`config.mk`:
```
export PLATFORM = sky130hd
export DESIGN_NAME = radix2_divider
export DESIGN_NICKNAME = d
export VERILOG_FILES = /design/src/rtl/radix2_divider_pkg.sv /design/src/rtl/radix2_divider_step.sv /design/src/rtl/radix2_divider.sv
export SDC_FILE = /design/constraint.sdc
export NUM_CORES = 1
export LEC_CHECK = 0
export BUFFER_PORTS_ARGS = -buffer_cell sky130_fd_sc_hd__buf_2
export CAP_MARGIN = 10
export CELL_PAD_IN_SITES_DETAIL_PLACEMENT = 1
export CELL_PAD_IN_SITES_GLOBAL_PLACEMENT = 1
export CORE_MARGIN = 3
export CORE_UTILIZATION = 50
export DETAILED_ROUTE_END_ITERATION = 12
export GPL_ROUTABILITY_DRIVEN = 0
export PLACE_DENSITY = 0.93
export SYNTH_ARGS = -nofsm -noshare
export SYNTH_HDL_FRONTEND = slang
export SYNTH_HIERARCHICAL = 1
export SYNTH_SLANG_ARGS = --single-unit
```
`constraint.sdc`:
```
create_clock -name clk -period 11.7 [get_ports clk]
set_clock_uncertainty 0.1 [all_clocks]
set_input_delay 1.17 -clock clk [delete_from_list [all_inputs] [get_ports clk]]
set_output_delay 1.17 -clock clk [all_outputs]
set_load 0.05 [all_outputs]
```
`src/rtl/radix2_divider_pkg.sv`:
```
`default_nettype none
// ============================================================================
// Module   : radix2_divider_pkg
// Purpose  : Shared definitions for the RV32M iterative divider: opcode
//            encodings (funct3[1:0]), controller state type, data width.
// Revision : 1.0 - initial release
// ============================================================================
package radix2_divider_pkg;

    // Datapath width of the core
    localparam int unsigned C_DATA_WIDTH = 32;

    // Divide opcodes, taken directly from funct3[1:0]
    localparam logic [1:0] C_DIV_OP_DIV  = 2'b00;
    localparam logic [1:0] C_DIV_OP_DIVU = 2'b01;
    localparam logic [1:0] C_DIV_OP_REM  = 2'b10;
    localparam logic [1:0] C_DIV_OP_REMU = 2'b11;

    // Divider controller states
    typedef enum logic [1:0] {
        ST_IDLE = 2'd0,
        ST_BUSY = 2'd1,
        ST_DONE = 2'd2
    } div_state_t;

endpackage : radix2_divider_pkg
`default_nettype wire

```
`src/rtl/radix2_divider_step.sv`:
```
`default_nettype none
// ============================================================================
// Module   : radix2_divider_step
// Purpose  : One combinational restoring-division iteration. Shifts the next
//            dividend bit into the partial remainder and subtracts the
//            divisor when it fits, producing one quotient bit.
// Revision : 1.0 - initial release
// ============================================================================
module radix2_divider_step #(
    parameter int unsigned XLEN = 32
) (
    input  logic [XLEN-1:0] rem,
    input  logic [XLEN-1:0] quo,
    input  logic [XLEN-1:0] divisor,
    output logic [XLEN-1:0] rem_n,
    output logic [XLEN-1:0] quo_n
);

    // Trial subtraction is one bit wider so its MSB is a clean sign flag;
    // the partial remainder is always below the divisor, so no overflow.
    logic [XLEN:0] w_trial;

    // Restoring step: keep the difference when non-negative, else restore
    always_comb begin
        w_trial = {rem, quo[XLEN-1]} - {1'b0, divisor};
        if (!w_trial[XLEN]) begin
            rem_n = w_trial[XLEN-1:0];
            quo_n = {quo[XLEN-2:0], 1'b1};
        end else begin
            rem_n = {rem[XLEN-2:0], quo[XLEN-1]};
            quo_n = {quo[XLEN-2:0], 1'b0};
        end
    end

endmodule : radix2_divider_step
`default_nettype wire

```
`src/rtl/radix2_divider.sv`:
```
`default_nettype none
// ============================================================================
// Module   : radix2_divider
// Purpose  : Iterative radix-2 restoring divider for RV32M DIV/DIVU/REM/REMU
//            behind the EX-stage req/stall/accept handshake. Divide-by-zero
//            and signed overflow resolve in a single cycle.
// Revision : 1.0 - initial release
// ============================================================================
module radix2_divider
    import radix2_divider_pkg::*;
#(
    parameter int unsigned XLEN  = C_DATA_WIDTH,
    parameter int unsigned CNT_W = 6
) (
    input  logic            clk,
    input  logic            rst,
    input  logic            req,
    input  logic            flush,
    input  logic            accept,
    input  logic [1:0]      opcode,
    input  logic [XLEN-1:0] a,
    input  logic [XLEN-1:0] b,
    output logic [XLEN-1:0] o,
    output logic            stall,
    output logic            busy
);

    div_state_t       r_state;
    div_state_t       w_state_nxt;
    logic [CNT_W-1:0] r_count;
    logic [XLEN-1:0]  r_rem;
    logic [XLEN-1:0]  r_quo;
    logic [XLEN-1:0]  r_divisor;
    logic [XLEN-1:0]  r_o;
    logic             r_is_rem;
    logic             r_q_neg;
    logic             r_r_neg;

    logic             w_signed;
    logic             w_is_rem;
    logic [XLEN-1:0]  w_abs_a;
    logic [XLEN-1:0]  w_abs_b;
    logic             w_div_zero;
    logic             w_ovf;
    logic             w_fast;
    logic [XLEN-1:0]  w_fast_res;
    logic             w_start;
    logic             w_step_en;
    logic             w_last;
    logic [XLEN-1:0]  w_rem_n;
    logic [XLEN-1:0]  w_quo_n;
    logic [XLEN-1:0]  w_final;

    // Operand decode and special-case detection on the incoming request
    assign w_signed   = (opcode == C_DIV_OP_DIV) | (opcode == C_DIV_OP_REM);
    assign w_is_rem   = (opcode == C_DIV_OP_REM) | (opcode == C_DIV_OP_REMU);
    assign w_abs_a    = (w_signed & a[XLEN-1]) ? -a : a;
    assign w_abs_b    = (w_signed & b[XLEN-1]) ? -b : b;
    assign w_div_zero = (b == '0);
    assign w_ovf      = w_signed & (a == {1'b1, {(XLEN-1){1'b0}}}) & (b == '1);
    assign w_fast     = w_div_zero | w_ovf;
    // Overflow: quotient is the dividend itself (most negative), remainder 0
    assign w_fast_res = w_div_zero ? (w_is_rem ? a : '1)
                                   : (w_is_rem ? '0 : a);

    assign w_start   = (r_state == ST_IDLE) & req & ~flush;
    assign w_step_en = (r_state == ST_BUSY) & req & ~flush;
    assign w_last    = (r_count == CNT_W'(XLEN - 1));

    radix2_divider_step #(
        .XLEN (XLEN)
    ) u_step (
        .rem     (r_rem),
        .quo     (r_quo),
        .divisor (r_divisor),
        .rem_n   (w_rem_n),
        .quo_n   (w_quo_n)
    );

    // Sign correction uses the post-step values so the result lands with the last step
    assign w_final = r_is_rem ? (r_r_neg ? -w_rem_n : w_rem_n)
                              : (r_q_neg ? -w_quo_n : w_quo_n);

    assign o = r_o;

    // Controller state register
    always_ff @(posedge clk or negedge rst) begin
        if (!rst) begin
            r_state <= ST_IDLE;
        end else begin
            r_state <= w_state_nxt;
        end
    end

    // Next-state logic and handshake outputs; flush overrides every state
    always_comb begin
        w_state_nxt = r_state;
        stall       = req & ~flush & (r_state != ST_DONE);
        busy        = (r_state != ST_IDLE);
        case (r_state)
            ST_IDLE: begin
                if (req & ~flush) begin
                    w_state_nxt = w_fast ? ST_DONE : ST_BUSY;
                end
            end
            ST_BUSY: begin
                if (flush | ~req) begin
                    w_state_nxt = ST_IDLE;
                end else if (w_last) begin
                    w_state_nxt = ST_DONE;
                end
            end
            ST_DONE: begin
                if (flush | accept) begin
                    w_state_nxt = ST_IDLE;
                end
            end
            default: begin
                w_state_nxt = ST_IDLE;
            end
        endcase
    end

    // Datapath: operand capture, fast-path result, and one iteration per cycle
    always_ff @(posedge clk or negedge rst) begin
        if (!rst) begin
            r_count   <= '0;
            r_rem     <= '0;
            r_quo     <= '0;
            r_divisor <= '0;
            r_o       <= '0;
            r_is_rem  <= 1'b0;
            r_q_neg   <= 1'b0;
            r_r_neg   <= 1'b0;
        end else if (flush) begin
            r_count <= '0;
        end else if (w_start) begin
            r_is_rem  <= w_is_rem;
            r_q_neg   <= w_signed & (a[XLEN-1] ^ b[XLEN-1]);
            r_r_neg   <= w_signed & a[XLEN-1];
            r_divisor <= w_abs_b;
            r_rem     <= '0;
            r_quo     <= w_abs_a;
            r_count   <= '0;
            if (w_fast) begin
                r_o <= w_fast_res;
            end
        end else if (w_step_en) begin
            r_rem   <= w_rem_n;
            r_quo   <= w_quo_n;
            r_count <= r_count + CNT_W'(1);
            if (w_last) begin
                r_o <= w_final;
            end
        end else if (r_state == ST_BUSY) begin
            // Request withdrawn mid-operation: abandon the iteration
            r_count <= '0;
        end
    end

endmodule : radix2_divider
`default_nettype wire

```
==> summary.md, run 1 <==
| Metric | Value |
|---|---|
| CTS tree | `built` |
| Final ANT Viol Nets | `0` |
| Ratio of cells with drive above 1 in the final layout | `0.147` |
| Post-layout util | `0.551` |
| CP max FO | `29` |
| Max Freq | `around 0.15 GHz` |
| CP Class | `flip-flop to flip-flop` |
| Top cell type by total area after synthesis | `dfrtp_1` |
| Yosys warns | `6` |
| Post-synthesis sequential area ratio | `0.288` |
| Setup TNS | `0 ns` |
| Largest net degree at the start of global routing | `around 110` |
| Starting DRT DRC Count | `around 1800` |
| Clk Latency, worst-skew pair | `about 0.44 ns` |
| Top cell type's share of synthesized area | `0.288` |
| Routed length per instance | `~26 µm` |
| CTS buffer count | `17` |
| Reg clk slew, reported paths | `0.06 ns` |
| Req. time, crit path | `~12 ns` |
| CP Data Arrival Time | `about 7 ns` |
| Setup Viol. Count Final | `0` |
| Post-place setup slack | `5.56 ns` |
| DP Area | `~12000 µm²` |
| Worst Max-Slew Pin Slew | `approximately 1.3 ns` |
| Post-cts repair resize count | `0` |
| CTS Buffer Depth | `2` |
| First-pass GRT wire length | `approximately 74000 µm` |
| # hold bufs at CTS | `0` |
| Die ar. | `26100 µm²` |
| Synth unique cells | `slightly above 90` |
| Initial antenna violation count | `2` |
| Area of the mapped netlist | `roughly 12000 µm²` |
| Die X-Extent | `161 µm` |
| Hold crit path type | `flip-flop to flip-flop` |
| Initial Util | `0.511` |
| Async S/R FF share, synth | `1.00` |
| PD cells | `around 230 nW/µm²` |
| Ranking of synthesized cells by area | `dfrtp_1 (29%), o21ai_0 (6.8%), nand2_1 (5.6%)` |
| Post-synth top flop | `dfrtp_1` |
| GRT overflow | `0` |
| Mean cell area of the mapped netlist | `8.14 µm²` |
| R2r setup slk | `around 5.0 ns` |
| Worst IR Drop VDD | `between 150 and 200 µV` |
| RSZ-0062 raised after global routing | `false` |
| Synth cell count leaders | `nand2_1 (179), o21ai_0 (164), dfrtp_1 (139), nor2_1 (84), a21oi_1 (75)` |
| Post-CTS setup buffers | `0` |
| Row count | `56` |
| Final hold viol count | `0` |
| Final wirelength | `47600 µm` |
| # port buffers | `104` |
| Outcome | `complete, no violations` |
| Fin crit share | `0.571` |
| Root Buffer | `clkbuf_16` |
| Synth Register Bits | `~140` |
| Cells after Synth | `around 1500` |
| Final HPWL DP | `31000 µm` |
| Final Instance Area | `13000 µm²` |
| Height of the die | `161 µm` |
| CP Capture Type | `flip-flop` |
| Setup WS post-layout | `around 5.0 ns` |
| Area growth syn-to-layout | `7.69%` |
| Mapped Nets | `1593` |
| Clock sink count | `139` |
| H-tree depth | `4` |
| Critical Path Start Type | `flip-flop` |
| DR vias/cell | `around 7.0` |
| Fill count | `2897` |
| Global Route Usage Sum | `0.358` |
| I/O Pins | `105` |
| # DRC | `0` |
| Minimum clock period | `around 6.7 ns` |
| EDFF count, synth | `0` |
| Vias in the first global route | `between 10000 and 15000` |
| DR pass1 iterations | `7` |
| Core area | `23600 µm²` |
| Pleak | `between 5 and 6 nW` |
| Max Slew Vio Count | `0` |
| Final layout net count | `approximately 1600` |
| Most common cell in the synthesized netlist | `nand2_1` |
| Vias | `about 13000` |
| Max_slew headroom | `0.117` |
| Max Cap Violations | `0` |
==> worst max-delay path, stage by stage (launching register included) <==
cell and delay (ns):
dfrtp_1 0.38, inv_1 0.09, ha_1 0.24, fa_1 0.43, and2b_1 0.27, o2111ai_2 0.16, a21oi_2 0.28, o2111ai_1 0.27
a211oi_2 0.36, nor2_4 0.11, mux2i_4 0.27, and2_4 0.25, inv_8 0.24, mux2_2 0.44, or4_1 0.65, nor4_2 1.10
a41oi_1 0.27, xor2_1 0.21, a22oi_1 0.27, a31oi_1 0.15
==> through the flow <==
stage,hold slack [ns],cells,total power (W)
final,0.392,1829,0.00295
after global routing,0.424,1829,0.00306
after CTS,0.399,1826,0.00286
after detailed placement,0.371,1794,0.00224
after global placement,0.367,1794,0.00215
after floorplan,0.350,1483,0.00187
==> cell usage in the layout (no fill, tap or decap), types with 28 or more instances in the layout <==
| cell type | n |
|---|---|
| nor4_1 | 28 |
| dfrtp_1 | 138 |
| o21ai_0 | 164 |
| a31oi_1 | 33 |
| xor2_1 | 60 |
| inv_1 | 58 |
| a21oi_1 | 75 |
| buf_2 | 103 |
| nand2_1 | 179 |
| xnor2_1 | 74 |
| ha_1 | 38 |
| o31ai_1 | 28 |
| nor2_1 | 84 |
==> sequential cells by signal, indices dropped and copies added, names as in the netlist <==
name,cells
o,32
r_divisor,32
r_quo,32
r_rem,32
r_count,6
r_state,2
r_is_rem,1
r_q_neg,1
r_r_neg,1
==> where the power goes <==
| part | internal (W) | leakage [nW] | switching (W) |
|---|---|---|---|
| sequential | 0.000547 | 1.83 | 0.0000956 |
| combinational | 0.000618 | 3.61 | 0.00113 |
| clock | 0.000315 | 0.270 | 0.000246 |
| total | 0.00148 | 5.71 | 0.00147 |
==> path summary, 6_finish.rpt <==
kind                               startpoint            end  cells past startpoint
min in group asynchronous                 rst     r_count[0]                      1
worst min-delay path            r_divisor[26]  r_divisor[26]                      2
worst max register to register      r_quo[31]          o[29]                     19
max in group asynchronous                 rst     r_state[0]                      2
worst max-delay path                r_quo[31]          o[29]                     19
worst min register to register  r_divisor[26]  r_divisor[26]                      2
==> kinds of logic (layout without fill, tap and decap cells) <==
family | Yosys count | count (layout) | synth area share
simple gates | 470 | 470 | 0.192
buf+inv | 181 | 207 | 0.0758
other cells | 0 | 1 | 0
flops | 139 | 139 | 0.288
compound gates | 450 | 450 | 0.237
mux | 57 | 57 | 0.0583
xor+xnor | 134 | 134 | 0.0972
fa+ha+maj | 52 | 52 | 0.0520
==> routing by layer <==
metal	share of wire	GRT usage
met4	0.067	0.198
met3	0.091	0.0790
met1	0.37	0.435
met5	0.00023	0
met2	0.47	0.591
==> area by class of cell <==
| cell class | count | area (µm²) | area share |
|---|---|---|---|
| repair buffers | 116 | 618 | 0.0475 |
| clock inverters | 13 | 144 | 0.0111 |
| flip-flops and latches | 139 | 3480 | 0.268 |
| inverters | 59 | 229 | 0.0176 |
| multi-input cells | 1163 | 7700 | 0.592 |
| clock buffers | 19 | 433 | 0.0333 |
| diodes | 1 | 2.50 | 0.000192 |
| well taps | 319 | 399 | 0.0307 |
No activity file was read; power rests on OpenSTA's default activity.
==> run 2, diff against run 1 <==
--- a/config.mk
+++ b/config.mk
@@ -10,10 +10,10 @@
 export CELL_PAD_IN_SITES_DETAIL_PLACEMENT = 1
 export CELL_PAD_IN_SITES_GLOBAL_PLACEMENT = 1
 export CORE_MARGIN = 3
-export CORE_UTILIZATION = 50
+export CORE_UTILIZATION = 42
 export DETAILED_ROUTE_END_ITERATION = 12
 export GPL_ROUTABILITY_DRIVEN = 0
-export PLACE_DENSITY = 0.93
+export PLACE_DENSITY = 0.83
 export SYNTH_ARGS = -nofsm -noshare
 export SYNTH_HDL_FRONTEND = slang
 export SYNTH_HIERARCHICAL = 1
==> constraint.sdc (replaced) <==
create_clock -name clk -period 6.09 [get_ports clk]
set_clock_uncertainty 0.1 [all_clocks]
set_input_delay 0.609 -clock clk [delete_from_list [all_inputs] [get_ports clk]]
set_output_delay 0.609 -clock clk [all_outputs]
set_load 0.05 [all_outputs]
==> run 2 against run 1 <==
Fmax rose by 15%. Routed wire length shrank 10%. Global-route usage down 8.5 points. Critical path depth unchanged. Critical path type unchanged. Cell count rose by 3.7%. Register-to-register slack got worse by 4.8 ns. Largest power group unchanged. Largest cell class unchanged.
==> summary.md, run 2 (synthesis results as in run 1) <==
| Metric | Value |
|---|---|
| CP max FO | `29 (unchanged)` |
| Most common cell after layout, fill and taps aside | `nand2_1` |
| I/O Pins | `105 (unchanged)` |
| Fill count | `3486 (+20%)` |
| Vias in the first global route | `12200 (-6.4%)` |
| Final wirelength | `42800 µm (-10%)` |
| Max Freq | `0.171 GHz (+15%)` |
| CP Class | `flip-flop to flip-flop` |
| Max Cap Violations | `0 (unchanged)` |
| Minimum clock period | `5.83 ns (-0.852 ns)` |
| Reg2reg path depth | `19 (unchanged)` |
| Die X-Extent | `176 µm (+8.8%)` |
| Max Slew Vio Count | `0 (unchanged)` |
| Final HPWL DP | `31000 µm (-0.17%)` |
| Final ANT Viol Nets | `0 (unchanged)` |
| Final layout net count | `1616 (+0.62%)` |
| Critical Path Start Type | `flip-flop` |
| Setup Viol. Count Final | `0 (unchanged)` |
| Row count | `61 (+8.9%)` |
| RSZ-0062 raised after global routing | `false` |
| # port buffers | `104 (unchanged)` |
| Height of the die | `176 µm (+8.8%)` |
| CP most frequent cell | `mux2_2` |
| Outcome | `complete, no violations` |
| Worst flop-to-flop path endpoint | `o[25]` |
| # DRC | `0 (unchanged)` |
| Clock sink count | `139 (unchanged)` |
| Initial Util | `0.430 (-0.0815)` |
| Global Route Usage Sum | `0.273 (-0.0847)` |
| CP Data Arrival Time | `6.06 ns (-0.82 ns)` |
| Worst Max-Slew Pin Slew | `1.14 ns (-0.171 ns)` |
| PD cells | `422 nW/µm² (+86%)` |
| Max_slew headroom | `0.231 (+0.114)` |
| Crit. Startpoint | `r_quo[31]` |
| Initial antenna violation count | `0 (-2)` |
| First-pass GRT wire length | `67800 µm (-8.8%)` |
| Core area | `28100 µm² (+19%)` |
| CTS Buffer Depth | `2 (unchanged)` |
| Setup TNS | `0 ns (unchanged)` |
| Fin crit share | `0.958 (+0.387)` |
| CP Capture Type | `flip-flop` |
| Delay-heaviest family, CP | `simple AND/OR/NAND/NOR gates` |
| Buf/Inv on CP | `2 (unchanged)` |
| CTS buffer count | `17 (unchanged)` |
| Overall power | `0.00558 W (+89%)` |
| Crit-path slowest cell | `or4_1` |
| Area of the multi-input gates | `7700 µm² (about the same)` |
| Starting DRT DRC Count | `1152 (-36%)` |
| Worst IR Drop VDD | `261 µV (+67%)` |
| H-tree depth | `4 (unchanged)` |
| Vias | `12000 (-6.6%)` |
| DR pass1 iterations | `4 (-3)` |
| Routed length per instance | `22.5 µm (-13%)` |
| Setup WS post-layout | `0.256 ns (-4.76 ns)` |
| Worst-path cell chain | `inv_1 > ha_1 > fa_1 > and2b_1 > o2111ai_2 > a21oi_2 > o2111ai_1 > a211oi_2 > nor2_4 > mux2i_4 > and2_4 > inv_8 > mux2_2 > or4_1 > nor2_1 > a41oi_1 > mux2_2 > a21oi_1 > a211o_1` |
| Ratio of cells with drive above 1 in the final layout | `0.153 (+0.00561)` |
| Max incr delay on CP | `0.56 ns (-0.54 ns)` |
| Area growth syn-to-layout | `9.34%` |
| Antenna Cells | `0 (-1)` |
| Worst r2r src | `r_quo[31]` |
| Leading cell types in the layout, fill and taps excluded | `nand2_1 (179), o21ai_0 (164), dfrtp_1 (138)` |
| Req. time, crit path | `6.32 ns (-5.57 ns)` |
| GRT overflow | `0 (unchanged)` |
| Clk Latency, worst-skew pair | `0.45 ns (about the same)` |
| Root Buffer | `clkbuf_16` |
| DR vias/cell | `6.31 (-10%)` |
| Largest net degree at the start of global routing | `110 (-0.90%)` |
| Final hold viol count | `0 (unchanged)` |
| Worst setup path end | `o[25]` |
| Die ar. | `30800 µm² (+18%)` |
| Reg clk slew, reported paths | `0.07 ns (about the same)` |
| Seq. cell area | `3480 µm² (unchanged)` |
| Instance count on the critical path | `19 (unchanged)` |
| Pleak | `5.79 nW (+1.3%)` |
| CTS tree | `built` |
| Post-place setup slack | `0.425 ns (-5.13 ns)` |
| R2r setup slk | `0.26 ns (-4.76 ns)` |
| # hold bufs at CTS | `0 (unchanged)` |
| Hold crit path type | `input pin to asynchronous set/reset pin` |
## run 2: cell count changes in the layout (fill, tap and decap cells not counted)
cell	change
or4b_4	+1
or4b_2	-1
diode_2	-1
bufinv_16	+2
clkinv_2	-1
clkbuf_2	-1
buf_4	+11
clkinvlp_4	-1
## run 2: worst reg2reg max path, delay by kind of cell (launching register included)
kind,cells,cell delay [ns]
AOI/OAI and AO/OA,7,1.60
adders and majority gates,2,0.64
buffers and inverters,2,0.30
DFF,1,0.37
muxes,3,0.98
and+or+nand+nor,5,1.73
## run 2: how the worst min path moves through the flow
stage	from	to	slack (ns)	depth (start not counted)
floorplan	rst	o[0]	0.21	0
finish	rst	r_state[1]	0.14	1
global route	rst	r_state[1]	0.21	1
CTS	rst	r_count[0]	0.19	1
global placement	r_divisor[28]	r_divisor[28]	0.37	2
detailed placement	r_divisor[24]	r_divisor[24]	0.37	2
## run 2: routing by layer
layer	GRT usage	wire length, µm	vias to the layer above
met5	0	0	-
met4	0.112	1620	0
met3	0.0409	2400	114
met2	0.454	20500	420
met1	0.357	18300	6005
li1	-	-	5432
## run 2: final cells by class
| cell class | count | share of cell area |
|---|---|---|
| timing repair buffer | 126 | 0.0527 |
| sequential | 139 | 0.263 |
| multi-input combinational | 1163 | 0.583 |
| inverter | 59 | 0.0173 |
| clock buffer | 19 | 0.0328 |
| clock inverter | 13 | 0.0145 |
| tap | 378 | 0.0358 |
## run 2: power by group
| group | internal (W) | total, W | leakage (nW) | switching [W] |
|---|---|---|---|---|
| Clock | 0.000689 | 0.00114 | 0.294 | 0.000452 |
| Sequential | 0.00105 | 0.00123 | 1.83 | 0.000182 |
| Combinational | 0.00123 | 0.00320 | 3.66 | 0.00197 |
| Total | 0.00297 | 0.00558 | 5.79 | 0.00260 |
## run 2: repair_timing
action / in CTS / in global routing
resized for setup: 0 / 0
buffers inserted: 0 / 2
endpoints found under the setup margin: 0 / 8
endpoints found under the hold margin: 0 / 0
## run 2: through the flow
step / cell area (µm²) / hold slack (ns) / utilization / cells
floorplan: 12100 / 0.213 / - / 1483
global placement: 12600 / 0.368 / 0.447 / 1862
detailed placement: 12600 / 0.374 / 0.447 / 1862
CTS: 13200 / 0.193 / 0.469 / 1894
global route: 13200 / 0.214 / 0.470 / 1897
finish: 13200 / 0.143 / 0.470 / 1897
